### src/rtl/tmr_pkg.sv
// Shared types and constants for the 8-bit timer counter sequencer.
package tmr_pkg;

    localparam int CNT_W_DFLT = 8;

    localparam int FLG_OVF = 0;
    localparam int FLG_CMA = 1;
    localparam int FLG_CMB = 2;

    typedef enum logic [1:0] {
        CCLR_NONE = 2'b00,
        CCLR_CMA  = 2'b01,
        CCLR_CMB  = 2'b10,
        CCLR_EXT  = 2'b11
    } cclr_e;

    typedef enum logic [1:0] {
        OS_NC  = 2'b00,
        OS_LO  = 2'b01,
        OS_HI  = 2'b10,
        OS_TGL = 2'b11
    } os_e;

    typedef enum logic {
        ST_COUNT   = 1'b0,
        ST_WR_HOLD = 1'b1
    } state_e;

endpackage

### src/rtl/tmr_flag_bit.sv
// Sticky status flag: write-1-to-clear with set priority, plus a one-cycle
// registered pulse for every set event.
module tmr_flag_bit (
    input  logic i_clk,
    input  logic i_rst,
    input  logic i_set,
    input  logic i_clr,
    output logic o_flag,
    output logic o_pulse
);

    always_ff @(posedge i_clk) begin
        if (i_rst) begin
            o_flag  <= 1'b0;
            o_pulse <= 1'b0;
        end else begin
            o_flag  <= i_set | (o_flag & ~i_clr);
            o_pulse <= i_set;
        end
    end

endmodule

### src/rtl/tmr_count_ctrl.sv
// TCNT sequencer for one timer channel: compare A/B, clear select, overflow,
// flags and interrupts. Optional TMO pin driver behind TMR_TMO_OUT_EN.
module tmr_count_ctrl
    import tmr_pkg::*;
#(
    parameter int CNT_W = CNT_W_DFLT
) (
    input  logic             i_clk,
    input  logic             i_rst,
    input  logic             i_tcnt_en,
    input  logic [1:0]       i_cclr,
    input  logic             i_ext_rst_edge,
    input  logic [CNT_W-1:0] i_tcora,
    input  logic [CNT_W-1:0] i_tcorb,
    input  logic             i_tcnt_wr,
    input  logic [CNT_W-1:0] i_tcnt_wdata,
    input  logic [2:0]       i_flag_clr,
    input  logic [2:0]       i_ie,
`ifdef TMR_TMO_OUT_EN
    input  logic [3:0]       i_os,
`endif
    output logic [CNT_W-1:0] o_tcnt,
    output logic             o_cmfa,
    output logic             o_cmfb,
    output logic             o_ovf,
    output logic             o_cmia,
    output logic             o_cmib,
    output logic             o_ovi,
    output logic             o_cmpa_pulse,
    output logic             o_ovf_pulse,
    output logic             o_tmo
);

    state_e           state, state_nxt;
    cclr_e            cclr;
    logic [CNT_W-1:0] tcnt;
    logic             ev_a, ev_b, ev_ovf, clr_cnt;
    logic [2:0]       flg_set, flg, pls;
    logic             unused_cmb_pls;

    assign cclr = cclr_e'(i_cclr);

    always_ff @(posedge i_clk) begin
        if (i_rst) state <= ST_COUNT;
        else       state <= state_nxt;
    end

    always_comb begin
        state_nxt = ST_COUNT;
        if (i_tcnt_wr) state_nxt = ST_WR_HOLD;

        // Compares are blocked both during a CPU write and in the cycle after it
        ev_a = i_tcnt_en & (tcnt == i_tcora) & (state == ST_COUNT) & ~i_tcnt_wr;
        ev_b = i_tcnt_en & (tcnt == i_tcorb) & (state == ST_COUNT) & ~i_tcnt_wr;

        clr_cnt = 1'b0;
        case (cclr)
            CCLR_CMA:  clr_cnt = ev_a;
            CCLR_CMB:  clr_cnt = ev_b;
            CCLR_EXT:  clr_cnt = i_ext_rst_edge;
            CCLR_NONE: clr_cnt = 1'b0;
            default:   clr_cnt = 1'b0;
        endcase

        ev_ovf = i_tcnt_en & (tcnt == {CNT_W{1'b1}}) & ~i_tcnt_wr & ~clr_cnt;
    end

    always_ff @(posedge i_clk) begin
        if (i_rst)          tcnt <= '0;
        else if (i_tcnt_wr) tcnt <= i_tcnt_wdata;
        else if (clr_cnt)   tcnt <= '0;
        else if (i_tcnt_en) tcnt <= tcnt + 1'b1;
    end

    always_comb begin
        flg_set          = '0;
        flg_set[FLG_OVF] = ev_ovf;
        flg_set[FLG_CMA] = ev_a;
        flg_set[FLG_CMB] = ev_b;
    end

    for (genvar g = 0; g < 3; g++) begin : g_flag
        tmr_flag_bit u_flag (
            .i_clk   (i_clk),
            .i_rst   (i_rst),
            .i_set   (flg_set[g]),
            .i_clr   (i_flag_clr[g]),
            .o_flag  (flg[g]),
            .o_pulse (pls[g])
        );
    end

    assign o_tcnt         = tcnt;
    assign o_ovf          = flg[FLG_OVF];
    assign o_cmfa         = flg[FLG_CMA];
    assign o_cmfb         = flg[FLG_CMB];
    assign o_ovi          = flg[FLG_OVF] & i_ie[FLG_OVF];
    assign o_cmia         = flg[FLG_CMA] & i_ie[FLG_CMA];
    assign o_cmib         = flg[FLG_CMB] & i_ie[FLG_CMB];
    assign o_ovf_pulse    = pls[FLG_OVF];
    assign o_cmpa_pulse   = pls[FLG_CMA];
    assign unused_cmb_pls = pls[FLG_CMB];

`ifdef TMR_TMO_OUT_EN
    os_e  osa, osb;
    logic tmo, tmo_a, tmo_nxt;

    assign osa = os_e'(i_os[1:0]);
    assign osb = os_e'(i_os[3:2]);

    // A's action first, then B's on top: B's set/clear wins, toggles XOR
    always_comb begin
        tmo_a = tmo;
        if (ev_a) begin
            case (osa)
                OS_LO:  tmo_a = 1'b0;
                OS_HI:  tmo_a = 1'b1;
                OS_TGL: tmo_a = ~tmo;
                OS_NC:  tmo_a = tmo;
                default: tmo_a = tmo;
            endcase
        end
        tmo_nxt = tmo_a;
        if (ev_b) begin
            case (osb)
                OS_LO:  tmo_nxt = 1'b0;
                OS_HI:  tmo_nxt = 1'b1;
                OS_TGL: tmo_nxt = ~tmo_a;
                OS_NC:  tmo_nxt = tmo_a;
                default: tmo_nxt = tmo_a;
            endcase
        end
    end

    always_ff @(posedge i_clk) begin
        if (i_rst) tmo <= 1'b0;
        else       tmo <= tmo_nxt;
    end

    assign o_tmo = tmo;
`else
    assign o_tmo = 1'b0;
`endif

endmodule

### config.mk
export PLATFORM = sky130hd
export DESIGN_NAME = tmr_count_ctrl
export DESIGN_NICKNAME = d
export VERILOG_FILES = /design/src/rtl/tmr_pkg.sv /design/src/rtl/tmr_flag_bit.sv /design/src/rtl/tmr_count_ctrl.sv
export SDC_FILE = /design/constraint.sdc
export NUM_CORES = 1
export LEC_CHECK = 0
export BUFFER_PORTS_ARGS = -buffer_cell sky130_fd_sc_hd__buf_4
export CORE_ASPECT_RATIO = 0.8
export CORE_UTILIZATION = 35
export CTS_CLUSTER_DIAMETER = 120
export CTS_CLUSTER_SIZE = 24
export DETAILED_ROUTE_END_ITERATION = 10
export PLACE_DENSITY = 0.7
export RECOVER_POWER = 25
export SYNTH_ARGS = -nofsm -noshare
export SYNTH_HDL_FRONTEND = slang
export SYNTH_SLANG_ARGS = --single-unit
### constraint.sdc
create_clock -name i_clk -period 1.8 [get_ports i_clk]
set_clock_uncertainty 0.05 [all_clocks]
set_input_delay 0.27 -clock i_clk [delete_from_list [all_inputs] [get_ports i_clk]]
set_output_delay 0.27 -clock i_clk [all_outputs]
set_load 0.1 [all_outputs]
* Yosys cells after proc, flatten, opt, wreduce, memory -nomap -nowiden
Index checks and enable logic that the tools add are counted.
** Storage, ports and cells
- Word-level logic and storage cells :: 45
- Register bits :: 14
** Operators by class
- Reductions and logical operators :: 2
- Add/sub/neg operators :: 1
- Bitwise operators :: 24
- Multiplexer cells :: 5
- Equality and inequality tests :: 6
** Operators by type and width (number)
- $mux 8 :: 3
- $eq 8x8->1 :: 2
- $and 1x1->1 :: 15
- $add 8x1->8 const B :: 1
- $eq 8x8->1 const B :: 1
- $not 1->1 :: 6
- $eq 2x2->1 const B :: 2
- $pmux 1 s4 :: 1
- $or 1x1->1 :: 3
- $reduce_bool 3->1 :: 1
- $eq 2x1->1 const B :: 1
- $logic_not 2->1 :: 1
- $mux 1 :: 1

* Logic depth before layout (Yosys ltp)
Gate-level depths: netlist (run 1).
- Depth in word-level cells :: 8
- Mapped depth :: 6
- Mapped depth without buffers :: 5

* Hierarchy
Synthesis (run 1) repeated with hierarchy kept, for this count alone.
** Unflattened totals
- Cell total of the unflattened synthesis :: 110
- Area total of the unflattened synthesis :: 950.9 um2
** By module, submodules not included
- tmr_count_ctrl :: area each 763.2 um2, cells an instance 92, instances 1
- tmr_flag_bit :: area each 62.6 um2, cells an instance 6, instances 3

* Worst setup path after synthesis (run 1)
Ideal clock, no wire load.
- Path type :: flip-flop to flip-flop
- Start :: reg tcnt[2], in the netlist o_tcnt[2]
- End :: reg g_flag[0].u_flag.o_flag
- Stages on the path, launching flop included :: 7
- Arrival time :: 2202 ps
- Setup time :: 125 ps
- Buffers on the path :: 1
- Slack :: -577 ps
- Path through :: dfxtp_1 clkbuf_1 xor2_1 nor4_1 nand4_2 o211ai_4 o21ai_1
** On the way
- Word-level cells in the longest chain between the ends :: 8
** Ends and longest elaborated chain
- from (decl) :: RTL line tmr_count_ctrl.sv:36 : logic [CNT_W-1:0] tcnt;
- from (signal assigned) :: RTL line tmr_count_ctrl.sv:70 : else if (i_tcnt_wr) tcnt <= i_tcnt_wdata;
- from (signal assigned) :: RTL line tmr_count_ctrl.sv:72 : else if (i_tcnt_en) tcnt <= tcnt + 1'b1;
- $eq 8x8->1, on equally long branches :: RTL line tmr_count_ctrl.sv:54, tmr_count_ctrl.sv:53
- $and 1x1->1, on equally long branches (3 in series) :: RTL line tmr_count_ctrl.sv:54, tmr_count_ctrl.sv:53
- $pmux 1 s4 :: RTL line tmr_count_ctrl.sv:57 : case (cclr)
- $not 1->1 :: RTL line tmr_count_ctrl.sv:65 : ev_ovf = i_tcnt_en & (tcnt == {CNT_W{1'b1}}) & ~i_tcnt_wr & ~clr_cnt;
- $and 1x1->1 * :: RTL line tmr_count_ctrl.sv:65
- $or 1x1->1 * :: RTL line tmr_flag_bit.sv:17 : o_flag <= i_set | (o_flag & ~i_clr);
- to (signal assigned) :: RTL line tmr_flag_bit.sv:17
- to (decl) :: RTL line tmr_flag_bit.sv:8 : output logic o_flag,
Mark *: on every way between the ends. The rest lies on a longest branch, timed or not.
A chain may end at the register's enable or synchronous reset.

* Worst setup path after layout (run 1)
- Start :: reg state
- End :: reg g_flag[0].u_flag.o_flag
** On the way
- Word-level cells in the longest chain between the ends :: 7
** Ends and longest elaborated chain
- from (decl) :: RTL line tmr_count_ctrl.sv:34 : state_e state, state_nxt;
- from (signal assigned) :: RTL line tmr_count_ctrl.sv:45 : else state <= state_nxt;
- $not 1->1 * :: RTL line tmr_count_ctrl.sv:53, tmr_count_ctrl.sv:54
- $and 1x1->1, on equally long branches (2 in series) :: RTL line tmr_count_ctrl.sv:54, tmr_count_ctrl.sv:53
- $pmux 1 s4 * :: RTL line tmr_count_ctrl.sv:57
- $not 1->1 * :: RTL line tmr_count_ctrl.sv:65
- $and 1x1->1 * :: RTL line tmr_count_ctrl.sv:65
- $or 1x1->1 * :: RTL line tmr_flag_bit.sv:17
Marked as above.

==> qor.csv, run 1 <==
stage,metric,value,unit
pwr,p_per_area,613.9,nW/µm²
worst_setup_path,crit_start,state,
yosys,ys_warn_count,0,
floorplanning,start_util,38.72,%
cells_and_area,drive_gt1_share,51.46,%
clock_tree,root_buffer,clkbuf_4,
min_path,hp-start,i_tcnt_wdata[1],
pwr,ir_drop,0.3851,mV
global_route,grt_max_degree,10,
yosys,synth_edf_count,0,
global_route,grt_usage,19.51,%
yosys,syn_area,872.1,µm²
cells_and_area,syn_to_final_growth,64.13,%
detailed_routing,antenna_left,0,
min_path,hold_path.class,in -> reg,
clock_tree,hold_buffers,0,
clock_tree,cts_tree,yes,
worst_setup_path,critPathArrivalTime,1.87,ns
place,dp_hpwl,2052,µm
timing,min_period,1.752,ns
yosys,ys_seq_area_share,32.14,%
detailed_routing,drtIter0Drc,17,
yosys,synth_cells,110,
clock_tree,cts_sinks,14,
yosys,avgSynthCellArea,7.928,µm²
worst_setup_path,reg2reg_to,g_flag[0].u_flag.o_flag,
floorplanning,die-area,2697,µm²
worst_setup_path,reg2reg_from,state,
global_route,antenna_found_initial,0,
clock_tree,clkTransAtPathRegs,0.09,ns
detailed_routing,firstDrtPassIters,7,
detailed_routing,drc,5,
worst_setup_path,slowest_delay,0.42,ns
flow_run,drv_cap,0,
timing,worst_slew_pin_slew,0.5421,ns
yosys,synth_common_cells,"xor2_1 (17), dfxtp_1 (14), nand2_1 (14)",
floorplanning,core_area,2252,µm²
timing,max_freq,570.9,MHz
floorplanning,die_y,46.65,µm
detailed_routing,wl_per_cell,13.24,µm
floorplanning,die_w,57.81,µm
min_path,hold_end,o_tcnt[1],
yosys,synth_cell_types,28,
cells_and_area,nets,210,
worst_setup_path,critPathLaunchType,flip-flop,
timing,maxSlewViolCount,0,
place,portBuffers,52,
yosys,synth_top_area_share,32.14,%
run_status,status,"finished, violations left",
timing,fin_crit_sh,97.32,%
yosys,yosys.area.top_type,dfxtp_1,
yosys,synth_top_cells_by_area,"dfxtp_1 (32%), xor2_1 (17%), nand2_1 (6.0%)",
clock_tree,insertion_delay,0.28,ns
yosys,async_flop_share,0,%
global_route,overflow,0,
global_route,grt_pass1_wl,3836,µm
worst_setup_path,worst_path_max_delay_cell,or3b_1,
worst_setup_path,rrSetupSlack,0.05,ns
clock_tree,clk_path_buf_depth,2,
timing,worst_slack,0.04831,ns
clock_tree,cts_buffers,3,
worst_setup_path,cp_max_fo,9,
run_status,failed_checks,design-rule violations,
floorplanning,row_count,15,
yosys,synthMostInstantiatedCell,xor2_1,
timing,setup_tns,0,ns
timing,relSlewSlack,64.01,%
yosys,syn-num-nets,148,
floorplanning,io_pins,54,
timing,hold_violations,0,
worst_setup_path,crit_chain,"or3b_1, nor3_2, nand4_4, o211ai_4, o21ai_1",
yosys,synthFlopType,dfxtp_1,
clock_tree,ctsHtreeMaxLevel,1,
worst_setup_path,path_class,reg -> reg,
worst_setup_path,r2r_cells,5,
place,dpl_worst_slack,-0.01084,ns
pwr,power.leakage,0.6553,nW
place,gp_congestion,0.7984,
cells_and_area,fillers,205,
min_path,whs_path_depth,3,
pwr,fin_total_pwr,0.0008787,W
timing,final-setup-viol-count,0,
detailed_routing,totalWireLength,2595,µm
yosys,synth.ff_latch_count,14,
worst_setup_path,crit_path_end_kind,flip-flop,
global_route,first_global_vias,810,
cells_and_area,n_antenna_cell,0,
detailed_routing,vias_per_cell,4.903,
worst_setup_path,worstPathRequired,1.92,ns
detailed_routing,num_vias,961,
-- how the worst max path moves through the flow --
stage	endpoint	slack [ns]	depth (start not counted)
after floorplan	g_flag[0].u_flag.o_flag	-0.06	6
after global placement	g_flag[0].u_flag.o_flag	0.06	6
after global routing	o_tcnt[6]	-0.004	5
after CTS	g_flag[0].u_flag.o_flag	0.07	5
after detailed placement	g_flag[0].u_flag.o_flag	-0.01	6
final	g_flag[0].u_flag.o_flag	0.05	5
-- worst max-delay path: cells and delay by family (launching register included) --
kind            cells  cell delay (ns)
compound gates      2             0.43
simple gates        3             0.85
flops               1             0.30
-- layer usage --
| metal | vias to the layer above | wire length, µm | GRT usage, % | part of all wire [%] |
|---|---|---|---|---|
| met3 | 2 | 248 | 6.461 | 9.6 |
| met5 | - | 0 | 0 | 0 |
| li1 | 488 | - | - | - |
| met1 | 429 | 1174 | 27.39 | 45 |
| met4 | 0 | 14 | 2.857 | 0.54 |
| met2 | 42 | 1158 | 29.66 | 45 |
-- logic make-up after synthesis --
family,count (synthesis),synth area share [%]
simple gates,46,26.54
xor+xnor,21,21.09
compound gates,19,14.06
flops,14,32.14
buf+inv,8,4.303
fa+ha+maj,1,1.434
other cells,1,0.4300
-- power by group --
part / leakage, nW / internal (W) / switching, W
clock network: 0.0210 / 0.000123 / 0.000110
registers: 0.121 / 0.000321 / 0.0000203
logic: 0.513 / 0.000121 / 0.000183
-- registers in the layout, indices dropped and copies added, names as in the netlist --
signal,cells
o_tcnt,8
g_flag.u_flag.o_pulse,2
g_flag.u_flag.o_flag,3
state,1
-- placed cells by master (no fill, tap or decap) --
cell type,synthesis,routed
a21oi_1,4,4
a221oi_1,1,1
a31o_2,1,1
and2_2,0,3
buf_4,2,56
buf_6,0,1
clkbuf_1,5,1
clkbuf_2,0,6
clkbuf_4,0,3
clkbuf_8,0,1
conb_1,1,1
dfxtp_1,14,3
dfxtp_2,0,5
dfxtp_4,0,6
ha_1,1,1
inv_1,1,1
nand2_1,14,14
nand2b_1,3,3
nand3_1,5,5
nand4_1,2,2
nand4_4,0,1
nor2_1,10,10
nor2b_1,2,2
nor3_1,2,1
nor3_2,1,2
nor4_1,2,1
nor4_2,0,1
o211ai_1,1,1
o211ai_4,1,1
o21ai_0,2,2
o21ai_1,8,8
o22ai_1,1,1
or3b_1,1,1
xnor2_1,4,4
xor2_1,17,16
xor2_2,0,1
-- metrics by stage --
step / hold slack (ns) / utilization, % / area (µm²) / cells
6_report: 0.1308 / 63.56 / 1431 / 196
5_1_grt: 0.1307 / 63.56 / 1431 / 196
4_1_cts: 0.1285 / 62.00 / 1396 / 193
3_5_place_dp: 0.4068 / 60.39 / 1360 / 189
3_3_place_gp: 0.4032 / 60.39 / 1360 / 189
2_1_floorplan: 0.2817 / - / 924.6 / 110
-- layout make-up --
class	instances	area, µm²	share of cell area (%)
inverter	1	3.754	0.2622
clock buffer	4	36.28	2.535
multi-input combinational	88	585.6	40.91
tap	25	31.28	2.185
timing repair buffer	64	465.4	32.52
sequential	14	309.0	21.59
-- what timing repair did --
item                                    4_1_cts  5_1_grt
endpoints found under the setup margin        0       10
resized for setup                             0        5
buffers inserted                              0        3
Power figures use the tool's default switching activity.
==> run 2: changes to the inputs <==
- CORE_MARGIN: unset -> 8
==> run 2 against run 1 <==
Compared with the run above: count of clock-buffer cells in the layout fell by 1; via count is 0.31% higher; the run now ends clean; power shrank 7.6%; non-clock buffer count shrank 6; setup slack improved by 0.040 ns; final cell count decreased by 1.5%; clock power shrank 21%; critical path depth unchanged; largest cell class unchanged; combinational power fell by 6.9%; wire length rose by 9.7%; first-iteration DRC count rose by 41%; flip-flop and latch count is the same.
==> qor.csv, run 2 (synthesized netlist as in run 1, its figures left out) <==
stage,metric,value,unit,change
floorplanning,die_w,71.81,µm,+24%
floorplanning,io_pins,54,,unchanged
cells_and_area,nets,205,,-2.4%
place,place_area,1340,µm²,-1.5%
detailed_routing,totalWireLength,2848,µm,+9.7%
cells_and_area,postLayoutCellArea,1360,µm²,-5.0%
timing,maxSlewViolCount,0,,unchanged
clock_tree,insertion_delay,0.28,ns,about the same
floorplanning,die-area,4355,µm²,+61%
clock_tree,cts_tree,yes,,
min_path,hold_path.class,in -> reg,,
timing,hold_violations,0,,unchanged
global_route,grt_usage,12.31,%,-7.2 points
global_route,grt_max_degree,10,,unchanged
worst_setup_path,crit_path_end_kind,flip-flop,,
pwr,pwr-share-comb,34.9,%,+0.3 points
floorplanning,die_y,60.65,µm,+30%
cells_and_area,drive_gt1_share,47.59,%,-3.9 points
clock_tree,clkTransAtPathRegs,0.09,ns,about the same
detailed_routing,drtIter0Drc,24,,+7
cells_and_area,mostFrequentLayoutCell,buf_4,,
clock_tree,cts_sinks,14,,unchanged
detailed_routing,wl_per_cell,14.76,µm,+11%
worst_setup_path,cp_max_fo,5,,-4
pwr,p_sw,0.0002984,W,-4.9%
timing,final-setup-viol-count,0,,unchanged
floorplanning,start_util,36.30,%,-2.4 points
floorplanning,row_count,16,,+1
pwr,power.leakage,0.6178,nW,-5.7%
timing,rsz0062_at_grt,false,,
pwr,p_per_area,596.9,nW/µm²,-2.8%
worst_setup_path,critPathArrivalTime,1.82,ns,-0.05 ns
timing,setup_tns,0,ns,unchanged
global_route,overflow,0,,unchanged
floorplanning,core_area,2402,µm²,+6.7%
clock_tree,cts_resized,0,,unchanged
detailed_routing,firstDrtPassIters,4,,-3
clock_tree,post_cts.repair.setup_buffers,0,,unchanged
place,portBuffers,52,,unchanged
pwr,netSwitchingFraction,36.75,%,+1.1 points
flow_run,drv_cap,0,,unchanged
place,dp_hpwl,2320,µm,+13%
timing,relSlewSlack,61.22,%,-2.8 points
timing,max_freq,584.3,MHz,+2.4%
clock_tree,hold_buffers,0,,unchanged
worst_setup_path,worstPathRequired,1.91,ns,about the same
detailed_routing,num_vias,964,,+0.31%
global_route,grt_pass1_wl,4312,µm,+12%
timing,fin_crit_sh,95.08,%,-2.2 points
global_route,antenna_found_initial,0,,unchanged
clock_tree,cts_buffers,3,,unchanged
clock_tree,ctsHtreeMaxLevel,1,,unchanged
run_status,status,"finished, final reports clean",,
global_route,first_global_vias,959,,+18%
timing,min_period,1.711,ns,-0.04025 ns
detailed_routing,antenna_left,0,,unchanged
pwr,p_clk_share,22.5,%,-4.0 points
cells_and_area,final_cell_mix,"buf_4 (51), xor2_1 (17), nand2_1 (14)",,
pwr,seqPwrFrac,42.6,%,+3.8 points
detailed_routing,drc,0,,-5
cells_and_area,syn_to_final_growth,55.95,%,
pwr,ir_drop,0.4078,mV,+5.9%
clock_tree,clk_path_buf_depth,2,,unchanged
detailed_routing,vias_per_cell,4.995,,+1.9%
worst_setup_path,path_class,reg -> reg,,
cells_and_area,n_antenna_cell,0,,unchanged
cells_and_area,largest_reg_flops,8,,unchanged
place,gp_congestion,0.8879,,+11%
cells_and_area,fillers,241,,+18%
timing,worst_slew_pin_slew,0.5804,ns,+0.03832 ns
clock_tree,root_buffer,clkbuf_4,,
worst_setup_path,critPathLaunchType,flip-flop,,
pwr,power.internal,0.0005135,W,-9.1%
==> run 2: worst paths after layout <==
path | from | to | slack [ns] | depth (start not counted)
worst max register to register | state | g_flag[0].u_flag.o_flag | 0.09 | 5
worst min register to register | g_flag[0].u_flag.o_flag | g_flag[0].u_flag.o_flag | 0.41 | 2
worst min-delay path | i_tcnt_wdata[0] | o_tcnt[0] | 0.14 | 3
worst max-delay path | state | g_flag[0].u_flag.o_flag | 0.09 | 5
==> run 2: cell type report <==
class	count	area (µm²)	share of cell area, %
Clock inverter	1	3.754	0.2760
Tap cell	27	33.78	2.484
Inverter	1	3.754	0.2760
Clock buffer	3	22.52	1.656
Timing Repair Buffer	58	416.7	30.63
Sequential cell	14	309.0	22.72
Multi-Input combinational cell	89	570.5	41.95
==> run 2: critical path, stage by stage (launching register included) <==
cell and delay [ns]:
dfxtp_1 0.30, or3b_1 0.41, nor3_1 0.26, nand4_1 0.27
o211ai_4 0.20, o21ai_1 0.11
==> run 2: power groups by stage <==
stage / clock [W] / sequential (W) / combinational (W)
6_report: 0.000183 / 0.000346 / 0.000283
5_1_grt: 0.000205 / 0.000348 / 0.000301
4_1_cts: 0.000186 / 0.000346 / 0.000284
3_5_place_dp: 0 / 0.000353 / 0.000282
3_3_place_gp: 0 / 0.000352 / 0.000279
2_1_floorplan: 0 / 0.000427 / 0.000104
==> run 2: routing by layer <==
| layer | up-vias | track usage [%] | share of wire, % |
|---|---|---|---|
| met5 | - | 0 | 0 |
| met4 | 0 | 4.928 | 1.2 |
| met3 | 4 | 3.630 | 10 |
| met2 | 45 | 20.98 | 46 |
| met1 | 431 | 14.31 | 42 |
| li1 | 484 | - | - |
==> run 2: through the flow <==
step / hold slack, ns / utilization (%) / instances / setup slack [ns] / total power (W)
2_1_floorplan: 0.2817 / - / 110 / -0.06360 / 0.0005307
3_3_place_gp: 0.4008 / 55.78 / 188 / 0.01227 / 0.0006308
3_5_place_dp: 0.4013 / 55.78 / 188 / -0.02668 / 0.0006349
4_1_cts: 0.1426 / 56.88 / 192 / 0.04112 / 0.0008151
5_1_grt: 0.1365 / 56.61 / 193 / 0.007297 / 0.0008548
6_report: 0.1408 / 56.61 / 193 / 0.08856 / 0.0008118
